==> src/rtl/seq_detect_moore_param.sv <==
// Moore serial pattern detector: runtime-programmable pattern of 1..MAX_LEN bits, overlap select, valid qualifier.
// Define SEQDET_COUNT_EN to build the saturating match counter; otherwise match_count is tied to 0.
module seq_detect_moore_param #(
  parameter int unsigned          MAX_LEN     = 8,
  parameter logic [MAX_LEN-1:0]   RST_PATTERN = MAX_LEN'(8'b0000_0110),
  parameter int unsigned          RST_LEN     = 3,
  parameter bit                   RST_OVERLAP = 1'b1,
  parameter int unsigned          CNT_W       = 8
) (
  input  logic                             clk,
  input  logic                             reset,
  input  logic                             in_valid,
  input  logic                             in_bit,
  input  logic                             cfg_load,
  input  logic [MAX_LEN-1:0]               cfg_pattern,
  input  logic [$clog2(MAX_LEN+1)-1:0]     cfg_len,
  input  logic                             cfg_overlap,
  output logic                             det,
  output logic                             det_pulse,
  output logic [CNT_W-1:0]                 match_count
);

  localparam int unsigned        LEN_W     = $clog2(MAX_LEN + 1);
  localparam logic [LEN_W-1:0]   MAX_LEN_L = LEN_W'(MAX_LEN);
  localparam logic [LEN_W-1:0]   RST_LEN_L = (RST_LEN > MAX_LEN) ? MAX_LEN_L : LEN_W'(RST_LEN);

  typedef enum logic {
    ST_SEARCH = 1'b0,
    ST_MATCH  = 1'b1
  } state_t;

  typedef struct packed {
    logic [MAX_LEN-1:0] pattern;
    logic [LEN_W-1:0]   len;
    logic               overlap;
  } cfg_t;

  cfg_t               cfg;
  cfg_t               cfg_nxt;
  state_t             state;
  state_t             state_nxt;
  logic [MAX_LEN-1:0] hist;
  logic [MAX_LEN-1:0] hist_nxt;
  logic [LEN_W-1:0]   fill;
  logic [LEN_W-1:0]   fill_nxt;
  logic [MAX_LEN-1:0] mask;
  logic               match_nxt;
  logic               det_pulse_nxt;

  // State register; det mirrors the match state so it never sees in_bit combinationally
  always_ff @(posedge clk or posedge reset) begin
    if (reset) begin
      cfg.pattern <= RST_PATTERN;
      cfg.len     <= RST_LEN_L;
      cfg.overlap <= RST_OVERLAP;
      state       <= ST_SEARCH;
      hist        <= '0;
      fill        <= '0;
      det         <= 1'b0;
      det_pulse   <= 1'b0;
    end else begin
      cfg         <= cfg_nxt;
      state       <= state_nxt;
      hist        <= hist_nxt;
      fill        <= fill_nxt;
      det         <= (state_nxt == ST_MATCH);
      det_pulse   <= det_pulse_nxt;
    end
  end

  // Next-state: a load wins over a data bit; an accepted bit shifts in and re-evaluates the window
  always_comb begin
    cfg_nxt       = cfg;
    state_nxt     = state;
    hist_nxt      = hist;
    fill_nxt      = fill;
    mask          = '0;
    match_nxt     = 1'b0;
    det_pulse_nxt = 1'b0;

    if (cfg_load) begin
      cfg_nxt.pattern = cfg_pattern;
      cfg_nxt.len     = (cfg_len > MAX_LEN_L) ? MAX_LEN_L : cfg_len;
      cfg_nxt.overlap = cfg_overlap;
      hist_nxt        = '0;
      fill_nxt        = '0;
      state_nxt       = ST_SEARCH;
    end else if (in_valid) begin
      hist_nxt = {hist[MAX_LEN-2:0], in_bit};
      // Non-overlapping mode: the bit after a match opens a fresh window
      if (!cfg.overlap && (state == ST_MATCH)) begin
        fill_nxt = LEN_W'(1);
      end else if (fill < cfg.len) begin
        fill_nxt = fill + LEN_W'(1);
      end else begin
        fill_nxt = cfg.len;
      end
      mask          = {MAX_LEN{1'b1}} >> (MAX_LEN_L - cfg.len);
      match_nxt     = (cfg.len != '0) && (fill_nxt == cfg.len) &&
                      (((hist_nxt ^ cfg.pattern) & mask) == '0);
      state_nxt     = match_nxt ? ST_MATCH : ST_SEARCH;
      det_pulse_nxt = match_nxt;
    end
  end

`ifdef SEQDET_COUNT_EN
  localparam logic [CNT_W-1:0] CNT_MAX = '1;

  logic [CNT_W-1:0] cnt;
  logic [CNT_W-1:0] cnt_nxt;

  // Saturating match counter, cleared by a configuration load
  always_comb begin
    cnt_nxt = cnt;
    if (cfg_load) begin
      cnt_nxt = '0;
    end else if (det_pulse_nxt && (cnt != CNT_MAX)) begin
      cnt_nxt = cnt + CNT_W'(1);
    end
  end

  always_ff @(posedge clk or posedge reset) begin
    if (reset) begin
      cnt <= '0;
    end else begin
      cnt <= cnt_nxt;
    end
  end

  assign match_count = cnt;
`else
  assign match_count = '0;
`endif

endmodule

==> config.mk <==
export PLATFORM = sky130hd
export DESIGN_NAME = seq_detect_moore_param
export DESIGN_NICKNAME = d
export VERILOG_FILES = /design/src/rtl/seq_detect_moore_param.sv
export SDC_FILE = /design/constraint.sdc
export NUM_CORES = 1
export LEC_CHECK = 0
export ABC_AREA = 1
export CAP_MARGIN = 0
export CORE_MARGIN = 3
export CORE_UTILIZATION = 34
export CTS_CLUSTER_DIAMETER = 120
export DETAILED_ROUTE_END_ITERATION = 10
export SYNTH_ARGS = -nofsm -noshare
export SYNTH_HDL_FRONTEND = slang
export SYNTH_SLANG_ARGS = --single-unit
export TNS_END_PERCENT = 100
==> constraint.sdc <==
create_clock -name clk -period 1.9 [get_ports clk]
set_input_delay 0.57 -clock clk [delete_from_list [all_inputs] [get_ports clk]]
set_output_delay 0.57 -clock clk [all_outputs]
set_load 0.02 [all_outputs]
==> reports/summary.md, run 1 <==
After the flow finishes, the layout carries non-filler instances totaling 280. The worst path meets setup with 0.129 ns of slack. Count of warnings emitted by yosys: 0. By area the synthesized netlist is led by dfrtp_1, nand2_1, dfstp_2. The count of cells along the worst hold path was 2; the number of enable-type register cells in the synthesized netlist was 0. The tools report the global route total overflow as 0.

The combinational cell fraction of total power came out at 0.363. For this run, design rule violations remaining after detail routing come to 0. VDD sags by at most 0.410 mV. The switching portion of total power was 0.355; the portion of the post-synthesis area used by sequential elements was 0.417. The detailed router placed 1313 vias in this run. The clock group share of total power came out at 0.223. The depth of the most critical reg-to-reg path works out to 13. The top cell type's share of synthesized area came out at 0.333. The logs give 0 for the final-report max-slew violation count and 3 for the total CTS buffers.

The kind of end point of the critical path is an output pin. The number of inserted diodes was 0; the final setup violation count was 0. Clock-pin slew reported for the worst setup and hold paths after clock tree synthesis: 0.09 ns. The mapped netlist covers 0.00158 mm². The pre-antenna-repair detailed-routing pass consisted of 4 iterations.

The commonest cells after synthesis are nand2_1, dfrtp_1, inv_1. The run finished with clean final reports. The routability congestion estimate from global placement was 0.881; the number of top-level pins was 28. The proportion of synthesized flip-flops having asynchronous set or reset came out at 1.00. TritonCTS built the clock tree. The post-synthesis adder-cell area fraction is 0.0556.

The number of different library cells used by synthesis comes to 29. Traced cell by cell, the critical path runs through clkdlybuf4s50_1. The number of placed cells counting well taps is 276.

The run gives 2 as the maximum buffer depth of the clock tree. The worst path needs 1.77 ns of the cycle, external delays included. The root buffer cell chosen for the clock tree is clkbuf_8.

Final worst clock skew: 0.00217 ns. During placement, the flow inserted port buffers numbering 19. Setup repair after global routing could not meet its margin everywhere. Adding up every negative setup slack in the final design gives 0 ns. The total buffers and inverters traversed by the critical path was 1; the post-synthesis compound-gate area fraction was 0.0825. The effective utilization at floorplan is 0.357. The synthesized design spends more area on one cell type than any other, namely dfrtp_1. The top fanout value on the critical path was 1; the leakage component of the power was 1.01 nW. Data on the critical path is required at its endpoint by 1.33 ns.

At the placement stage, the worst setup path has a slack of 0.0219 ns. The number of H-tree branching levels is 1, and the wire length after detailed routing is 3.32 mm. The total number of clock tree sinks was 26. The tightest min-delay check is of the reg -> reg type.

Entering global routing, the biggest net connects 27 pins. Total routing usage reported by global routing: 0.134. The post-synthesis xor/xnor area fraction is 0.0484, and the count of antenna-violating nets left after detailed routing is 0. Total half-perimeter wirelength after legalization and detailed placement: 2.54 mm. The startpoint kind of the worst setup timing path is a flop. In the final routed layout, each cell accounts on average for 11.9 µm.

The via count normalized by instance count works out to 4.69. For the worst-skew pair, the clock arrives at the later sink with an insertion delay of 0.27 ns. In this run, synthesis produced a sequential element count of 26.

The part of the total power dissipated in sequential elements was 0.414. The most common cell in the netlist is nand2_1. The setup path with the least slack is of type reg -> out.

The simple logic cell fraction of the synthesized area came out at 0.284. The run gives 1.04 mW as the internal power consumption. The fmax is 565 MHz, and the wire length of the first global-routing pass is 5.69 mm. The share of post-route cells with drive strength above 1 was 0.175; the sum of internal, switching and leakage power was 1.61 mW.

Across the run, the number of max-cap violations was 0. Data on the critical path arrives at its endpoint at 1.20 ns. The synthesized area per cell is 7.96 µm², and the overall die width is 74.1 µm. The logs give 0 for the number of antenna violations at the first check in global routing and 0 for the final count of hold timing violations. The floorplan step defined a die boundary enclosing 0.00549 mm². The region available for standard cell placement spans 0.00441 mm². The number of global-route vias before repair is 1182, and the number of rows created at floorplan is 24. The final layout contains 254 nets. The multiplexer share of the synthesized area came out at 0. The power density normalized to cell area was 831 mW/mm²; the die boundary height was 74.1 µm. The cell with the largest stage delay on the worst path is clkdlybuf4s50_1. Main combinational cell family by area after synthesis: simple AND/OR/NAND/NOR gates. The cell family contributing the most delay on the critical path is buffers and inverters. Among all flip-flop cells after synthesis, the most frequent one is dfrtp_1. The cell count after synthesis came out at 198. The share of the clock period used by the worst path after layout works out to 0.932.

In this run the power spent charging and discharging nets is 570 µW. The signed area change from the synthesized netlist to the final layout works out to 22.6%. After the first detailed-routing iteration, the DRC count stood at 36.

The largest incremental delay on the critical path is 0.60 ns. The number of gates on the worst path with buffers counted was 1.
==> per-layer routing <==
| layer | global-route usage | routed length, µm |
|---|---|---|
| met3 | 0.0162 | 154 |
| met4 | 0.0483 | 54 |
| met1 | 0.202 | 1670 |
| met2 | 0.197 | 1440 |
| met5 | 0 | 0 |
==> state kept, by name (all words and copies together), names as in the netlist <==
signal / count
hist: 7
det_pulse: 1
cfg: 13
state: 1
fill: 4
==> through the flow <==
stage / hold WS [ns] / util / instance area (µm²)
3_5_place_dp: 0.466 / 0.423 / 1870
4_1_cts: 0.480 / 0.436 / 1920
5_1_grt: 0.515 / 0.438 / 1930
2_1_floorplan: 0.449 / - / 1600
3_3_place_gp: 0.465 / 0.423 / 1870
6_report: 0.476 / 0.438 / 1930
==> worst paths after layout <==
path                           start   endpoint  slack, ns
hold / removal                cfg[7]     cfg[7]       0.48
hold reg to reg               cfg[7]     cfg[7]       0.48
setup / recovery           det_pulse  det_pulse       0.13
min in group asynchronous      reset  det_pulse       0.64
setup reg to reg              cfg[1]      state       0.15
max in group asynchronous      reset     cfg[1]       0.97
==> cells by family after synthesis <==
family | count (synthesis)
compound gates | 22
xor+xnor | 7
fa+ha+maj | 7
buf+inv | 38
flops | 26
other cells | 1
simple gates | 97
==> cell usage in the layout, fill, tap and decap left out, drive strengths merged <==
master / instances
nand2: 68
inv: 27
dfrtp: 21
clkdlybuf4s50: 18
nand3: 12
buf: 11
nor2: 9
o22ai: 8
conb: 8
o21ai: 8
ha: 7
xor2: 6
nand4: 5
dfstp: 5
clkbuf: 4
nand3b: 3
a21oi: 3
o21bai: 1
xnor2: 1
a31oi: 1
o31ai: 1
dlymetal6s2s: 1
==> power groups by stage <==
stage          clock network, mW  registers [mW]  logic [mW]
2_1_floorplan                  0           0.664       0.430
3_3_place_gp                   0           0.676       0.576
3_5_place_dp                   0           0.676       0.569
4_1_cts                    0.365           0.666       0.579
5_1_grt                    0.398           0.674       0.655
6_report                   0.358           0.665       0.583
==> worst reg2reg max path: cells and delay by family, from the launching register on <==
family / cells / cell delay, ns
DFF: 1 / 0.54
and+or+nand+nor: 11 / 0.81
adders and majority gates: 1 / 0.26
buffers and inverters: 1 / 0.09
==> timing repair <==
| item | CTS | global route |
|---|---|---|
| setup endpoints to repair | 0 | 3 |
| resized for setup | 0 | 3 |
| hold buffers | 0 | 0 |
| setup buffers | 0 | 0 |
==> final cells by class <==
class,instances,area (µm²)
fill,438,2480
multi-input combinational,141,779
sequential,26,657
timing repair buffer,30,275
inverter,27,101
tap,52,65.1
clock buffer,4,55.1
Note: power is estimated with default switching activity, not from simulation.
==> run 2: changes to the inputs <==
- CTS_CLUSTER_DIAMETER: 120 -> not set
==> results of run 2 <==
Final layout, timing and power as in run 1 (identical DEF).
==> run 3: changes to the inputs <==
- clock period: 1.9 -> 1.7 ns (I/O delays scaled with it)
==> run 3 against run 2 <==
Net effect: the run now ends with setup timing left; register-to-register slack worse by 0.18 ns; flip-flop and latch count did not move; sequential share of layout area decreased by 3.7 points; hold slack improved by 0.0060 ns; clock power rose by 49%; final cell count grew 3.9%; power up 37%; largest cell class unchanged; largest power group is now combinational logic.
==> reports/summary.md, run 3 (synthesis results as in run 1) <==
The longest clock path from root to sink contains 2 buffers. The tools report the number of fill cells as 439. The final-report max-slew violation count is 0. Setup violations remaining at the end of the flow were counted as 2. Data on the critical path is required at its endpoint by 1.93 ns.

Dividing the detail-routed wire length by the instance count gives 12.8 µm. The signal on the critical path passes through clkinv_4, ha_2, nand2_2, nand3_1, nand2_1, nand2_1, nor2_1, nand2_1, nand2_1, nand3_2, nor2_2, nand2_1, nand2_1. The run gives 0 as the number of inserted diodes. Max-cap violations in this run came to 0.

The number of H-tree branching levels came out at 1. The tools report the maximum vdd ir drop as 0.387 mV. The smallest clock period supported by the final layout is computed as 1.73 ns. For this run, the slowest stage of the critical path takes 0.57 ns.

Cell with the largest stage delay on the worst path: dfstp_2. The detail route stage leaves a number of antenna-violating nets equal to 0. DRC violation total after the first TritonRoute iteration: 48. The final count of hold timing violations was 0; the number of antenna violations at the first check in global routing was 0.

The logs give 0.875 for the routability congestion estimate from global placement and 1.96 ns for the data arrival at the endpoint of the critical path. The final hold slack is 0.482 ns. The most numerous cell type found on the critical path is nand2_1. The effective utilization at floorplan is 0.357.

The signed area change from the synthesized netlist to the final layout is 37.4%. The core region is 0.00441 mm². The die is 74.1 µm tall.

The total die area is 0.00549 mm². The cell type group with the largest total delay on the critical path was simple AND/OR/NAND/NOR gates. Setup repair after global routing could not meet its margin everywhere. Static timing analysis puts the maximum clock frequency at 579 MHz. For this run, design rule violations remaining after detail routing come to 0.

Total half-perimeter wirelength after legalization and detailed placement: 2.70 mm. Via count normalized by instance count: 4.62. The library cell used most frequently in the layout, excluding fill and tap cells, is nand2_1. The flow ran to the end, but the final reports show violations. The worst setup path is launched from a flop. The power density normalized to cell area is 1010 mW/mm². The top fanout value on the critical path works out to 6. For the number of rows created at floorplan, the log shows 24.

Total buffers and inverters traversed by the critical path: 1. The total routing usage reported by global routing is 0.151. Clock tree synthesis inserted a total of 3 buffers.

TritonCTS built the clock tree. Before antenna repair, the detailed router went through 4 iterations. The logs give 0.00589 ns for the final worst clock skew and 1.09 nW for the leakage component of the power. In this run the worst hold path is classified as reg -> reg. The later pin in the worst-skew pair is clocked with a latency of 0.28 ns. The share of the clock period used by the worst path after layout was 1.02.

The largest registers in the layout are cfg x13, hist x7, fill x4. Measured along the x axis, the die boundary spans 74.1 µm. CTS placed an instance of clkbuf_8 at the clock tree root. The register with the most flip-flops in the layout has 13 of them.

The total via count after detailed routing is 1344, and the share of post-route cells with drive strength above 1 is 0.289. The logs give 265 for the net total in the final layout and 1378 for the number of global-route vias before repair. The logs give -0.0280 ns for the worst setup slack after layout and 3.74 mm for the wire length after detailed routing. The worst setup slack before clock tree synthesis was -0.0733 ns; the global route total overflow was 0. During placement, the flow inserted port buffers numbering 19.

Total number of clock tree sinks: 26. Leaving out fill and tap cells, the most frequent cells in the layout are nand2_1, dfrtp_1, buf_4, inv_1, clkdlybuf4s50_1. The clock-pin slew reported for the worst setup and hold paths after clock tree synthesis is 0.10 ns.

Entering global routing, the biggest net connects 27 pins. For this design the top-level I/O count stands at 28. The checks that failed: setup timing.

The first global-routing pass estimated 6.42 mm of wire. The tools report the kind of end point of the critical path as a flop. Counting flops per register, the top entry is cfg. The critical path in this run is classified as reg -> reg.
[run 3: changes by cell type in the layout (fill, tap and decap cells not counted), moves of 2 or more]
cell / change
ha_4: +3
nand3_1: -2
dlygate4sd2_1: +2
nand2_2: +6
nand2_1: -7
ha_1: -4
buf_4: +9
[run 3: final cells by class]
cell class	count	area (µm²)	area share
clock buffers	3	41.3	0.0191
multi-input cells	141	895	0.413
inverters	27	109	0.0503
flip-flops and latches	26	657	0.303
well taps	52	65.1	0.0300
repair buffers	41	369	0.170
clock inverters	1	30.0	0.0139
[run 3: routing by layer]
| layer | vias up | wire, µm | track usage | share of wire |
|---|---|---|---|---|
| met5 | - | 0 | 0 | 0 |
| met4 | 0 | 56 | 0.0423 | 0.015 |
| met3 | 5 | 144 | 0.0176 | 0.039 |
| met2 | 30 | 1660 | 0.233 | 0.44 |
| met1 | 610 | 1880 | 0.222 | 0.50 |
| li1 | 699 | - | - | - |
[run 3: final timing paths]
path	depth (start not counted)	slack [ns]	startpoint	endpoint
max	13	-0.03	cfg[2]	state
min	2	0.48	cfg[7]	cfg[7]
max reg2reg	13	-0.03	cfg[2]	state
min reg2reg	2	0.48	cfg[7]	cfg[7]
max in group asynchronous	3	0.93	reset	cfg[6]
min in group asynchronous	3	0.54	reset	state
[run 3: report_power, final]
group / switching [mW] / total [mW] / internal [mW]
clock network: 0.219 / 0.534 / 0.316
registers: 0.0572 / 0.739 / 0.681
logic: 0.501 / 0.923 / 0.423
[run 3: through the flow]
step	cells	total power, mW	util	cell area, µm²	setup TNS [ns]
after global placement	285	1.48	0.441	1950	-0.122
final	291	2.20	0.491	2170	-0.0459
after detailed placement	285	1.48	0.441	1950	-0.161
after CTS	291	2.06	0.469	2070	0
after floorplan	205	1.22	-	1600	0
after global routing	291	2.34	0.491	2170	-0.525
[run 3: worst register-to-register path, stage by stage (launching register included)]
cell      delay, ns
dfstp_2        0.57
clkinv_4       0.10
ha_2           0.21
nand2_2        0.10
nand3_1        0.10
nand2_1        0.07
nand2_1        0.05
nor2_1         0.09
nand2_1        0.06
nand2_1        0.07
nand3_2        0.06
nor2_2         0.08
nand2_1        0.06
nand2_1        0.06
[run 3: what timing repair did]
item,4_1_cts,5_1_grt
hold buffers,0,0
buffers inserted,2,0
setup endpoints to repair,8,6
resized for setup,12,18
pin swaps,9,16
